File: src/rtl/hazard_fwd_unit.sv
// Hazard and forwarding controller between ID and EXE: tracks in-flight writers
// in a shifting scoreboard, bypasses operands, raises load-use stalls and flushes.
module hazard_fwd_unit #(
  parameter int XLEN        = 32,
  parameter int RA_W        = 5,
  parameter int FWD_DEPTH   = 3,
  parameter int LOAD_LAT    = 1,
  parameter int REDIR_STAGE = 1,
  parameter int CNT_W       = 16
) (
  input  logic                      clock,
  input  logic                      reset,
  input  logic                      id_valid,
  input  logic [RA_W-1:0]           id_rs1,
  input  logic [RA_W-1:0]           id_rs2,
  input  logic                      id_use_rs1,
  input  logic                      id_use_rs2,
  input  logic [RA_W-1:0]           id_rd,
  input  logic                      id_we,
  input  logic                      id_load,
  input  logic [XLEN-1:0]           rf_data1,
  input  logic [XLEN-1:0]           rf_data2,
  input  logic [FWD_DEPTH*XLEN-1:0] stage_data,
  input  logic                      redirect,
  output logic [XLEN-1:0]           fwd_data1,
  output logic [XLEN-1:0]           fwd_data2,
  output logic [2:0]                fwd_sel1,
  output logic [2:0]                fwd_sel2,
  output logic                      stall,
  output logic                      flush_id,
  output logic [CNT_W-1:0]          stall_count
);

  // Scoreboard entry i describes the instruction whose result is on stage_data slot i.
  logic [FWD_DEPTH-1:0] sb_v;
  logic [FWD_DEPTH-1:0] sb_we;
  logic [FWD_DEPTH-1:0] sb_ld;
  logic [RA_W-1:0]      sb_rd [FWD_DEPTH];

  logic ld_haz1;
  logic ld_haz2;
  logic id_accept;

  // Scanning oldest to youngest lets the youngest matching entry win.
  always_comb begin
    fwd_sel1  = '0;
    fwd_data1 = rf_data1;
    ld_haz1   = 1'b0;
    for (int i = FWD_DEPTH - 1; i >= 0; i--) begin
      if (sb_v[i] && sb_we[i] && (sb_rd[i] == id_rs1) && (id_rs1 != '0) && id_use_rs1) begin
        fwd_sel1  = 3'(i + 1);
        fwd_data1 = stage_data[i*XLEN +: XLEN];
        ld_haz1   = sb_ld[i] && (i < LOAD_LAT);
      end
    end
  end

  always_comb begin
    fwd_sel2  = '0;
    fwd_data2 = rf_data2;
    ld_haz2   = 1'b0;
    for (int i = FWD_DEPTH - 1; i >= 0; i--) begin
      if (sb_v[i] && sb_we[i] && (sb_rd[i] == id_rs2) && (id_rs2 != '0) && id_use_rs2) begin
        fwd_sel2  = 3'(i + 1);
        fwd_data2 = stage_data[i*XLEN +: XLEN];
        ld_haz2   = sb_ld[i] && (i < LOAD_LAT);
      end
    end
  end

  // Handshake: id_valid qualifies the ID instruction and !stall acts as its ready;
  // it enters the scoreboard only on id_valid && !stall && !redirect, else a bubble.
  assign stall     = id_valid && !redirect && (ld_haz1 || ld_haz2);
  assign flush_id  = redirect;
  assign id_accept = id_valid && !stall && !redirect;

  always_ff @(posedge clock or negedge reset) begin
    if (!reset) begin
      sb_v        <= '0;
      sb_we       <= '0;
      sb_ld       <= '0;
      stall_count <= '0;
      for (int i = 0; i < FWD_DEPTH; i++) sb_rd[i] <= '0;
    end else begin
      sb_v[0]  <= id_accept;
      sb_we[0] <= id_accept && id_we && (id_rd != '0);
      sb_ld[0] <= id_accept && id_load;
      sb_rd[0] <= id_accept ? id_rd : '0;
      // Wrong-path entries younger than the redirecting instruction are dropped.
      for (int i = 1; i < FWD_DEPTH; i++) begin
        if (redirect && (i <= REDIR_STAGE)) begin
          sb_v[i]  <= 1'b0;
          sb_we[i] <= 1'b0;
          sb_ld[i] <= 1'b0;
          sb_rd[i] <= '0;
        end else begin
          sb_v[i]  <= sb_v[i-1];
          sb_we[i] <= sb_we[i-1];
          sb_ld[i] <= sb_ld[i-1];
          sb_rd[i] <= sb_rd[i-1];
        end
      end
      if (stall && (stall_count != '1)) stall_count <= stall_count + CNT_W'(1);
    end
  end

endmodule

File: config.mk
export PLATFORM = sky130hd
export DESIGN_NAME = hazard_fwd_unit
export DESIGN_NICKNAME = d
export VERILOG_FILES = /design/src/rtl/hazard_fwd_unit.sv
export SDC_FILE = /design/constraint.sdc
export NUM_CORES = 1
export LEC_CHECK = 0
export BUFFER_PORTS_ARGS = -buffer_cell sky130_fd_sc_hd__clkbuf_2
export CORE_AREA = 2 2 106 108
export DETAILED_ROUTE_END_ITERATION = 6
export DIE_AREA = 0 0 108 110
export PLACE_DENSITY = 0.79
export SKIP_LAST_GASP = 1
export SLEW_MARGIN = 20
export SYNTH_ARGS = -nofsm -noshare
export SYNTH_HDL_FRONTEND = slang
export SYNTH_SLANG_ARGS = --single-unit
File: constraint.sdc
create_clock -name clock -period 3.9 [get_ports clock]
set_input_delay 0.39 -clock clock [delete_from_list [all_inputs] [get_ports clock]]
set_output_delay 0.39 -clock clock [all_outputs]
set_load 0.1 [all_outputs]
==> results.yml, run 1 <==
sta:
  finalMaxSlewViolations: 0
  tns_ns: 0
  min_period_ns: 3.350
  worst_clock_skew_ns: 0.002572
  period_share_pct: 85.89
  worst_slew_pin_slew_ns: 0.9098
  maxSlewHeadroom_pct: 39.34
  max_freq_mhz: 298.5
  worst_slack_ns: 0.5504
  finalSetupViolCount: 0
  final_hold_viol_count: 0
  rsz0062_at_grt: "false"
  whs_ns: 0.2171
global_routing:
  antenna_found_initial: 4
  grtUsageTotal_pct: 31.30
  grt_first_pass_wirelength_um: 29660
  grt_max_degree: 65
  overflow: 0
  grt_pass1_vias: 5814
clock_tree:
  worstSkewPairLatency_ns: 0.29
  htree_levels: 2
  clock_path_buffers: 2
  ctsRootBufferMaster: "clkbuf_8"
  cts_setup_buffers: 0
  cts.reportedPaths.clkPinSlew_ns: 0.07
  clkSinkCount: 38
  cts_hold_buf: 0
  post_cts_resized: 0
  cts_buffers: 5
  cts_tree: "yes"
detailed_routing:
  drc: 0
  routed_wl_um: 19560
  avgViaCountPerCell: 6.100
  ant_nets: 0
  wl_per_cell_um: 19.91
  vias: 5990
  drtIter0Drc: 592
  drt_pass1_iterations: 5
floorplan:
  core.rowCount: 38
  io_pins: 271
  dieArea_um2: 11880
  dieWidth_um: 108
  coreArea_um2: 10700
  die_y_um: 110
  start_util_pct: 42.48
finish:
  area_growth_pct: 61.04
  final_util_pct: 68.41
  fin_area_um2: 7318
  nNetsFinal: 1023
  drive_gt1_share_pct: 43.69
worst_setup_path:
  cp_data_arrival_time_ns: 2.96
  critPathLaunchType: "flop"
  path_class: "reg2out"
  end_kind: "primary output"
  crit_path_max_fanout: 29
  r2r_cells: 6
  r2r_slack_ns: 1.46
  timing.rr.start: "sb_rd[14]"
  required_ns: 3.51
  worstReg2RegEnd: "stall_count[11]"
logic_synthesis:
  ys_top_cells_by_area: "dfrtp_1, o31ai_2, o211a_1, a221oi_1, nor2_1"
  ys_types: 39
  yosysTopAreaCell: "dfrtp_1"
  synthCells: 608
  synth_seq_cells: 38
  syn_area_per_cell_um2: 7.474
  synth_top_area_share_pct: 20.93
  synth_area_um2: 4544
  ys_warn_count: 0
  seq_area_frac_synth_pct: 20.93
place:
  dpl_cell_area_um2: 7171
  dp_slack_ns: 0.7334
  gp_congestion: 0.9984
  port_buffers: 268
  dp_hpwl_um: 14750
job:
  maxCapViolations: 0
min_path:
  hp-class: "in2async"
power_and_ir_drop:
  peakVddDrop_v: 0.0003362
  p_per_area_nw_per_um2: 209.5
  power.leakage_nw: 3.610
status:
  status: "complete, no violations"
[sequential cells by signal, indices dropped and copies added, names as in the netlist]
name and flops:
stall_count 16, sb_rd 15, sb_v 3, sb_we 3, sb_ld 1
[layout make-up]
class | instances | area (µm²)
diodes | 2 | 5.005
clock buffers | 6 | 82.58
clock inverters | 2 | 60.06
fillers | 839 | 3379
inverters | 35 | 131.4
multi-input cells | 473 | 3363
flip-flops and latches | 38 | 950.9
well taps | 140 | 175.2
repair buffers | 286 | 2550
[routing by layer]
layer	routed length [µm]	track usage [%]
met1	6865	35.15
met2	9652	53.73
met3	2049	9.700
met4	960	15.93
met5	27	0
[cell usage in the layout (no fill, tap or decap), types with 2 or more instances in the layout]
cell type / instances
clkbuf_2: 199
nor2_1: 72
buf_12: 72
nand2_1: 71
o31ai_2: 61
nand4_1: 39
dfrtp_1: 38
inv_1: 35
and3_1: 34
a221oi_1: 32
o211a_1: 32
xor2_1: 22
xnor2_1: 21
buf_4: 15
o21ai_0: 11
nor2b_1: 8
nand3_1: 7
nor4_1: 6
nor3b_1: 6
nor3_1: 6
clkbuf_8: 6
or4_1: 5
and4_1: 4
o21a_1: 3
nor4_2: 3
o31ai_1: 3
o2111ai_1: 3
mux2_2: 3
o211ai_1: 3
diode_2: 2
nor2_2: 2
nand3_2: 2
o21ai_1: 2
a21oi_1: 2
and2_1: 2
conb_1: 2
bufinv_16: 2
[worst max-delay path by stage]
| stage | start | end | slack, ns |
|---|---|---|---|
| CTS | sb_rd[5] | fwd_data1[0] | 0.59 |
| detailed placement | id_rs1[1] | fwd_data1[1] | 0.73 |
| finish | sb_rd[5] | fwd_data1[0] | 0.55 |
| global route | sb_rd[5] | fwd_data1[0] | 0.39 |
| global placement | id_rs1[1] | fwd_data1[1] | 0.78 |
| floorplan | id_rs1[1] | fwd_data1[0] | -0.45 |
[cell families (layout without fill, tap and decap cells)]
logic type	count (synthesis)	count (layout)	synth area share (%)
DFF	38	38	20.93
buffers and inverters	98	329	9.719
AOI/OAI and AO/OA	154	154	30.42
other	1	4	0.08252
and+or+nand+nor	270	270	29.54
adders and majority gates	1	1	0.2753
xor gates and xnor gates	43	43	8.287
muxes	3	3	0.7433
[metrics by stage]
stage	power, mW	std cells
finish	1.533	982
global route	1.582	980
CTS	1.537	980
detailed placement	1.129	972
global placement	1.120	972
floorplan	0.8148	609
[worst max-delay path, stage by stage (launching register included)]
cell and delay (ns):
dfrtp_1 0.42, xor2_1 0.17, nor4_1 0.35, nand3_2 0.55, buf_12 0.39, o211a_1 0.15, o31ai_1 0.39, buf_12 0.23
[cell usage after synthesis, drive strengths merged]
cell type	n
buf	28
nor2b	8
nand2b	1
conb	1
o21a	3
inv	35
and2	2
o2111ai	3
dfrtp	38
nand2	71
o211ai	3
nor3	6
a21o	1
xor2	22
o21bai	1
o211a	32
nand3	9
nor2	74
xnor2	21
a21oi	2
clkbuf	35
or4	5
nor4	10
o21ai	13
and3	35
nor3b	6
nand4	39
o31ai	64
and4	4
a221oi	32
mux2	3
ha	1
[report_power, final]
group / leakage (nW) / total, mW / internal [mW] / switching (mW)
Sequential: 0.522 / 0.408 / 0.401 / 0.00685
Combinational: 3.02 / 0.716 / 0.271 / 0.445
Clock: 0.0714 / 0.409 / 0.273 / 0.136
Total: 3.61 / 1.53 / 0.944 / 0.588
No activity file was read; power rests on OpenSTA's default activity.
==> run 2: changes to the inputs <==
--- a/config.mk
+++ b/config.mk
@@ -6,10 +6,10 @@
 export NUM_CORES = 1
 export LEC_CHECK = 0
 export BUFFER_PORTS_ARGS = -buffer_cell sky130_fd_sc_hd__clkbuf_2
-export CORE_AREA = 2 2 106 108
+export CORE_AREA = 2 2 104 106
 export DETAILED_ROUTE_END_ITERATION = 6
-export DIE_AREA = 0 0 108 110
-export PLACE_DENSITY = 0.79
+export DIE_AREA = 0 0 106 108
+export PLACE_DENSITY = 0.81
 export SKIP_LAST_GASP = 1
 export SLEW_MARGIN = 20
 export SYNTH_ARGS = -nofsm -noshare
==> constraint.sdc (replaced) <==
create_clock -name clock -period 3.8 [get_ports clock]
set_input_delay 0.38 -clock clock [delete_from_list [all_inputs] [get_ports clock]]
set_output_delay 0.38 -clock clock [all_outputs]
set_load 0.1 [all_outputs]
==> run 2 against run 1 <==
Net effect: the run now ends with DRC left; clock power grew 1%; critical path depth is 1 lower; utilization up 2.4 points; flip-flop and latch count is the same; cell area shrank 0.96%; non-clock buffer count down 4; combinational power is 2% higher; clock-buffer cell count decreased by 1; worst setup slack gained 0.067 ns; critical path type unchanged; critical endpoint is now fwd_data1[8]; largest power group unchanged; highest routed layer unchanged.
==> results.yml, run 2 (synthesis gave the netlist of run 1 again) <==
global_routing:
  grt_first_pass_wirelength_um: 28850
  antenna_found_initial: 2
  overflow: 0
  grt_max_degree: 84
  grt_pass1_vias: 5609
  grtUsageTotal_pct: 31.44
clock_tree:
  cts_hold_buf: 0
  cts_setup_buffers: 0
  ctsRootBufferMaster: "clkbuf_8"
  cts.reportedPaths.clkPinSlew_ns: 0.08
  clock_path_buffers: 2
  cts_tree: "yes"
  cts_buffers: 5
  clkSinkCount: 38
  htree_levels: 2
  worstSkewPairLatency_ns: 0.30
  post_cts_resized: 0
finish:
  layout_common_cells: "clkbuf_2, nor2_1, nand2_1"
  n_antenna_cell: 0
  layout_commonest_cell: "clkbuf_2"
  layout.cells.non_filler: 972
  area_growth_pct: 59.50
  drive_gt1_share_pct: 43.42
  top_regs: "stall_count x16, sb_rd x15"
  nNetsFinal: 1019
  final_util_pct: 70.85
  seq_area_um2: 950.9
  fin_area_um2: 7248
  multi_input_area_um2: 3363
  filler_cell_count: 793
  regMostFlops: "stall_count"
  largest_register_ffs: 16
worst_setup_path:
  crit_slowest_cell: "and3_4"
  crit_path_max_fanout: 83
  r2r_slack_ns: 1.21
  path_class: "reg2out"
  crit_path_cell_trace: "xor2_1, nor4_1, and3_4, nand2_1, o31ai_2, buf_12"
  cp_data_arrival_time_ns: 2.80
  end_kind: "primary output"
  r2r_cells: 5
  required_ns: 3.42
  critPathMaxStageDelay_ns: 0.92
  timing.rr.start: "sb_rd[11]"
  worstReg2RegEnd: "stall_count[1]"
  critPathLaunchType: "flop"
detailed_routing:
  routed_wl_um: 18880
  avgViaCountPerCell: 6.118
  drtIter0Drc: 519
  drc: 5
  wl_per_cell_um: 19.43
  vias: 5947
  ant_nets: 0
  drt_pass1_iterations: 7
power_and_ir_drop:
  power.leakage_nw: 3.580
  fin_total_pwr_mw: 1.565
  peakVddDrop_v: 0.0003763
  p_per_area_nw_per_um2: 215.9
sta:
  maxSlewHeadroom_pct: 28.70
  whs_ns: 0.1936
  finalSetupViolCount: 0
  final_hold_viol_count: 0
  worst_slack_ns: 0.6172
  worst_clock_skew_ns: 0.007036
  min_period_ns: 3.183
  period_share_pct: 83.76
  worst_slew_pin_slew_ns: 1.070
  finalMaxSlewViolations: 0
  rsz0062_at_grt: "false"
  tns_ns: 0
  max_freq_mhz: 314.2
min_path:
  hp-class: "in2async"
job:
  maxCapViolations: 0
floorplan:
  dieArea_um2: 11450
  dieWidth_um: 106
  coreArea_um2: 10230
  core.rowCount: 37
  die_y_um: 108
  start_util_pct: 44.42
  io_pins: 271
place:
  port_buffers: 268
  gp_congestion: 0.9262
  dpl_cell_area_um2: 7111
  dp_hpwl_um: 14230
  dp_slack_ns: 0.8267
  dpl.cell_count: 964
status:
  status: "finished with violations"
  failed_checks: "DRC"
run 2: cell count changes in the layout (fill, tap and decap cells not counted):
| cell | before | now |
|---|---|---|
| buf_12 | 72 | 70 |
| diode_2 | 2 | 0 |
| clkinv_4 | 0 | 1 |
| buf_4 | 15 | 13 |
| clkbuf_8 | 6 | 5 |
run 2: worst max-delay path by stage:
stage                   start             to  slack [ns]
detailed placement  id_rs1[1]  fwd_data1[31]        0.83
global placement    id_rs2[1]   fwd_data2[6]        0.88
finish              sb_rd[11]   fwd_data1[8]        0.62
floorplan           id_rs1[1]   fwd_data1[0]       -0.53
global route        sb_rd[11]  fwd_data1[18]        0.45
CTS                 sb_rd[11]  fwd_data1[18]        0.67
run 2: where the power goes:
group	internal, mW	switching, mW	leakage, nW
logic	0.276	0.455	2.99
clock network	0.263	0.152	0.0683
registers	0.412	0.00701	0.522
total	0.951	0.614	3.58
run 2: final cells by class:
class | instances | area share, %
well taps | 136 | 2.348
clock inverters | 3 | 0.9494
flip-flops and latches | 38 | 13.12
repair buffers | 282 | 34.42
inverters | 35 | 1.813
clock buffers | 5 | 0.9494
multi-input cells | 473 | 46.40
run 2: metal layers:
metal	GRT usage (%)	wire length [µm]
met1	36.41	6752
met2	56.22	9465
met3	7.173	1828
met4	12.88	811
met5	0	25
run 2: worst max-delay path: cells and delay by family (launching register included):
kind | cells | cell delay, ns
buffers and inverters | 1 | 0.22
AOI/OAI and AO/OA | 1 | 0.15
xor gates and xnor gates | 1 | 0.18
and+or+nand+nor | 3 | 1.43
DFF | 1 | 0.44
==> run 3: changes to the inputs <==
--- a/config.mk
+++ b/config.mk
@@ -6,10 +6,9 @@
 export NUM_CORES = 1
 export LEC_CHECK = 0
 export BUFFER_PORTS_ARGS = -buffer_cell sky130_fd_sc_hd__clkbuf_2
-export CORE_AREA = 2 2 104 106
+export CORE_UTILIZATION = 41
 export DETAILED_ROUTE_END_ITERATION = 6
-export DIE_AREA = 0 0 106 108
-export PLACE_DENSITY = 0.81
+export PLACE_DENSITY = 0.79
 export SKIP_LAST_GASP = 1
 export SLEW_MARGIN = 20
 export SYNTH_ARGS = -nofsm -noshare
==> constraint.sdc (replaced) <==
create_clock -name clock -period 2.9 [get_ports clock]
set_input_delay 0.29 -clock clock [delete_from_list [all_inputs] [get_ports clock]]
set_output_delay 0.29 -clock clock [all_outputs]
set_load 0.1 [all_outputs]
==> run 3 against run 2 <==
Net effect: the flow now finishes without violations; clock skew down 0.0054 ns; final cell count up 1.0%; non-clock buffer count up 6; flip-flop and latch count unchanged; routed wire length about the same; via count down 0.61%; critical path depth up 1; first-iteration DRC count down 6.7%; sequential share of layout area down 1.0 points; combinational power up 37%; critical path type unchanged.
==> results.yml, run 3 (synthesis gave the netlist of run 1 again) <==
floorplan:
  start_util_pct: 41.92
  dieWidth_um: 107.3
  dieArea_um2: 11510
  coreArea_um2: 10840
  core.rowCount: 38
  io_pins: 271
  die_y_um: 107.3
finish:
  nNetsFinal: 1025
  layout_common_cells: "clkbuf_2, buf_12, nand2_1, nor2_1, o31ai_4"
  final_util_pct: 72.51
  largest_register_ffs: 16
  regMostFlops: "stall_count"
  n_antenna_cell: 0
  drive_gt1_share_pct: 44.66
  top_regs: "stall_count x16, sb_rd x15"
  filler_cell_count: 817
  layout_commonest_cell: "clkbuf_2"
  area_growth_pct: 72.96
global_routing:
  antenna_found_initial: 1
  grt_first_pass_wirelength_um: 28460
  grtUsageTotal_pct: 31.63
  grt_pass1_vias: 5544
  overflow: 0
  grt_max_degree: 67
sta:
  max_freq_mhz: 360.4
  min_period_ns: 2.775
  rsz0062_at_grt: "false"
  tns_ns: 0
  finalSetupViolCount: 0
  final_hold_viol_count: 0
  finalMaxSlewViolations: 0
  worst_clock_skew_ns: 0.001681
  period_share_pct: 95.68
  maxSlewHeadroom_pct: 40.64
  worst_slew_pin_slew_ns: 0.8905
worst_setup_path:
  r2r_cells: 6
  worstReg2RegEnd: "stall_count[11]"
  critPathLaunchType: "flop"
  path_class: "reg2out"
  r2r_slack_ns: 0.80
  required_ns: 2.61
  timing.rr.start: "sb_rd[11]"
  end_kind: "primary output"
  crit_path_max_fanout: 66
  cp_data_arrival_time_ns: 2.48
power_and_ir_drop:
  fin_total_pwr_mw: 2.096
  power.leakage_nw: 3.752
  p_per_area_nw_per_um2: 266.6
  peakVddDrop_v: 0.0003551
place:
  dp_hpwl_um: 14330
  port_buffers: 268
  gp_congestion: 0.9586
clock_tree:
  htree_levels: 2
  clock_path_buffers: 2
  clkSinkCount: 38
  worstSkewPairLatency_ns: 0.29
  post_cts_resized: 0
  cts_tree: "yes"
  ctsRootBufferMaster: "clkbuf_8"
  cts_hold_buf: 0
  cts_buffers: 5
  cts_setup_buffers: 0
  cts.reportedPaths.clkPinSlew_ns: 0.07
detailed_routing:
  wl_per_cell_um: 19.22
  routed_wl_um: 18880
  drtIter0Drc: 484
  drt_pass1_iterations: 6
  avgViaCountPerCell: 6.019
  vias: 5911
  drc: 0
  ant_nets: 0
job:
  maxCapViolations: 0
status:
  status: "complete, no violations"
min_path:
  hp-class: "in2async"
run 3: cell count changes in the layout (fill, tap and decap cells not counted), sizes merged:
| cell | before | now |
|---|---|---|
| buf | 83 | 89 |
| clkbuf | 204 | 205 |
| clkinv | 1 | 0 |
run 3: worst max path at each step:
stage / to / cells after the start / from
floorplan: fwd_data2[10] / 6 / id_rs2[1]
global placement: fwd_data2[0] / 7 / id_rs2[1]
detailed placement: fwd_data1[30] / 8 / id_rs1[1]
CTS: fwd_data2[14] / 7 / sb_rd[12]
global route: fwd_data2[14] / 7 / sb_rd[12]
finish: fwd_data2[14] / 7 / sb_rd[12]
run 3: critical path, stage by stage, from the launching register on:
cell and delay, ns:
dfrtp_1 0.43, xnor2_1 0.20, nand4_1 0.16, nor4_2 0.44
buf_12 0.40, nand2_1 0.18, o31ai_4 0.11, buf_12 0.21
run 3: per-stage QoR:
step	area (µm²)	hold slack (ns)	setup slack, ns	instances
after floorplan	5157	-0.005591	-0.5026	609
after global placement	7717	0.3576	0.3587	974
after detailed placement	7717	0.3629	0.2988	974
after CTS	7860	0.1322	0.1433	982
after global routing	7860	0.1890	0.04969	982
final	7860	0.1112	0.1252	982
run 3: report_power, final:
part	switching (mW)	total, mW	internal [mW]
sequential	0.00925	0.549	0.540
clock	0.181	0.548	0.367
combinational	0.609	0.999	0.390
total	0.799	2.10	1.30
run 3: layout make-up:
type / instances / area (µm²) / share of cell area (%)
clock inverters: 2 / 60.06 / 0.7641
inverters: 35 / 131.4 / 1.671
repair buffers: 288 / 2653 / 33.75
multi-input cells: 473 / 3807 / 48.44
clock buffers: 6 / 82.58 / 1.051
flip-flops and latches: 38 / 950.9 / 12.10
well taps: 140 / 175.2 / 2.229
run 3: metal layers:
layer  global-route usage (%)  wire length (µm)  vias to the layer above
met3                    6.538              1707                       77
met2                    54.65              9406                      368
li1                         -                 -                     2714
met4                    17.91               962                        2
met5                        0                13                        -
met1                    36.21              6784                     2750
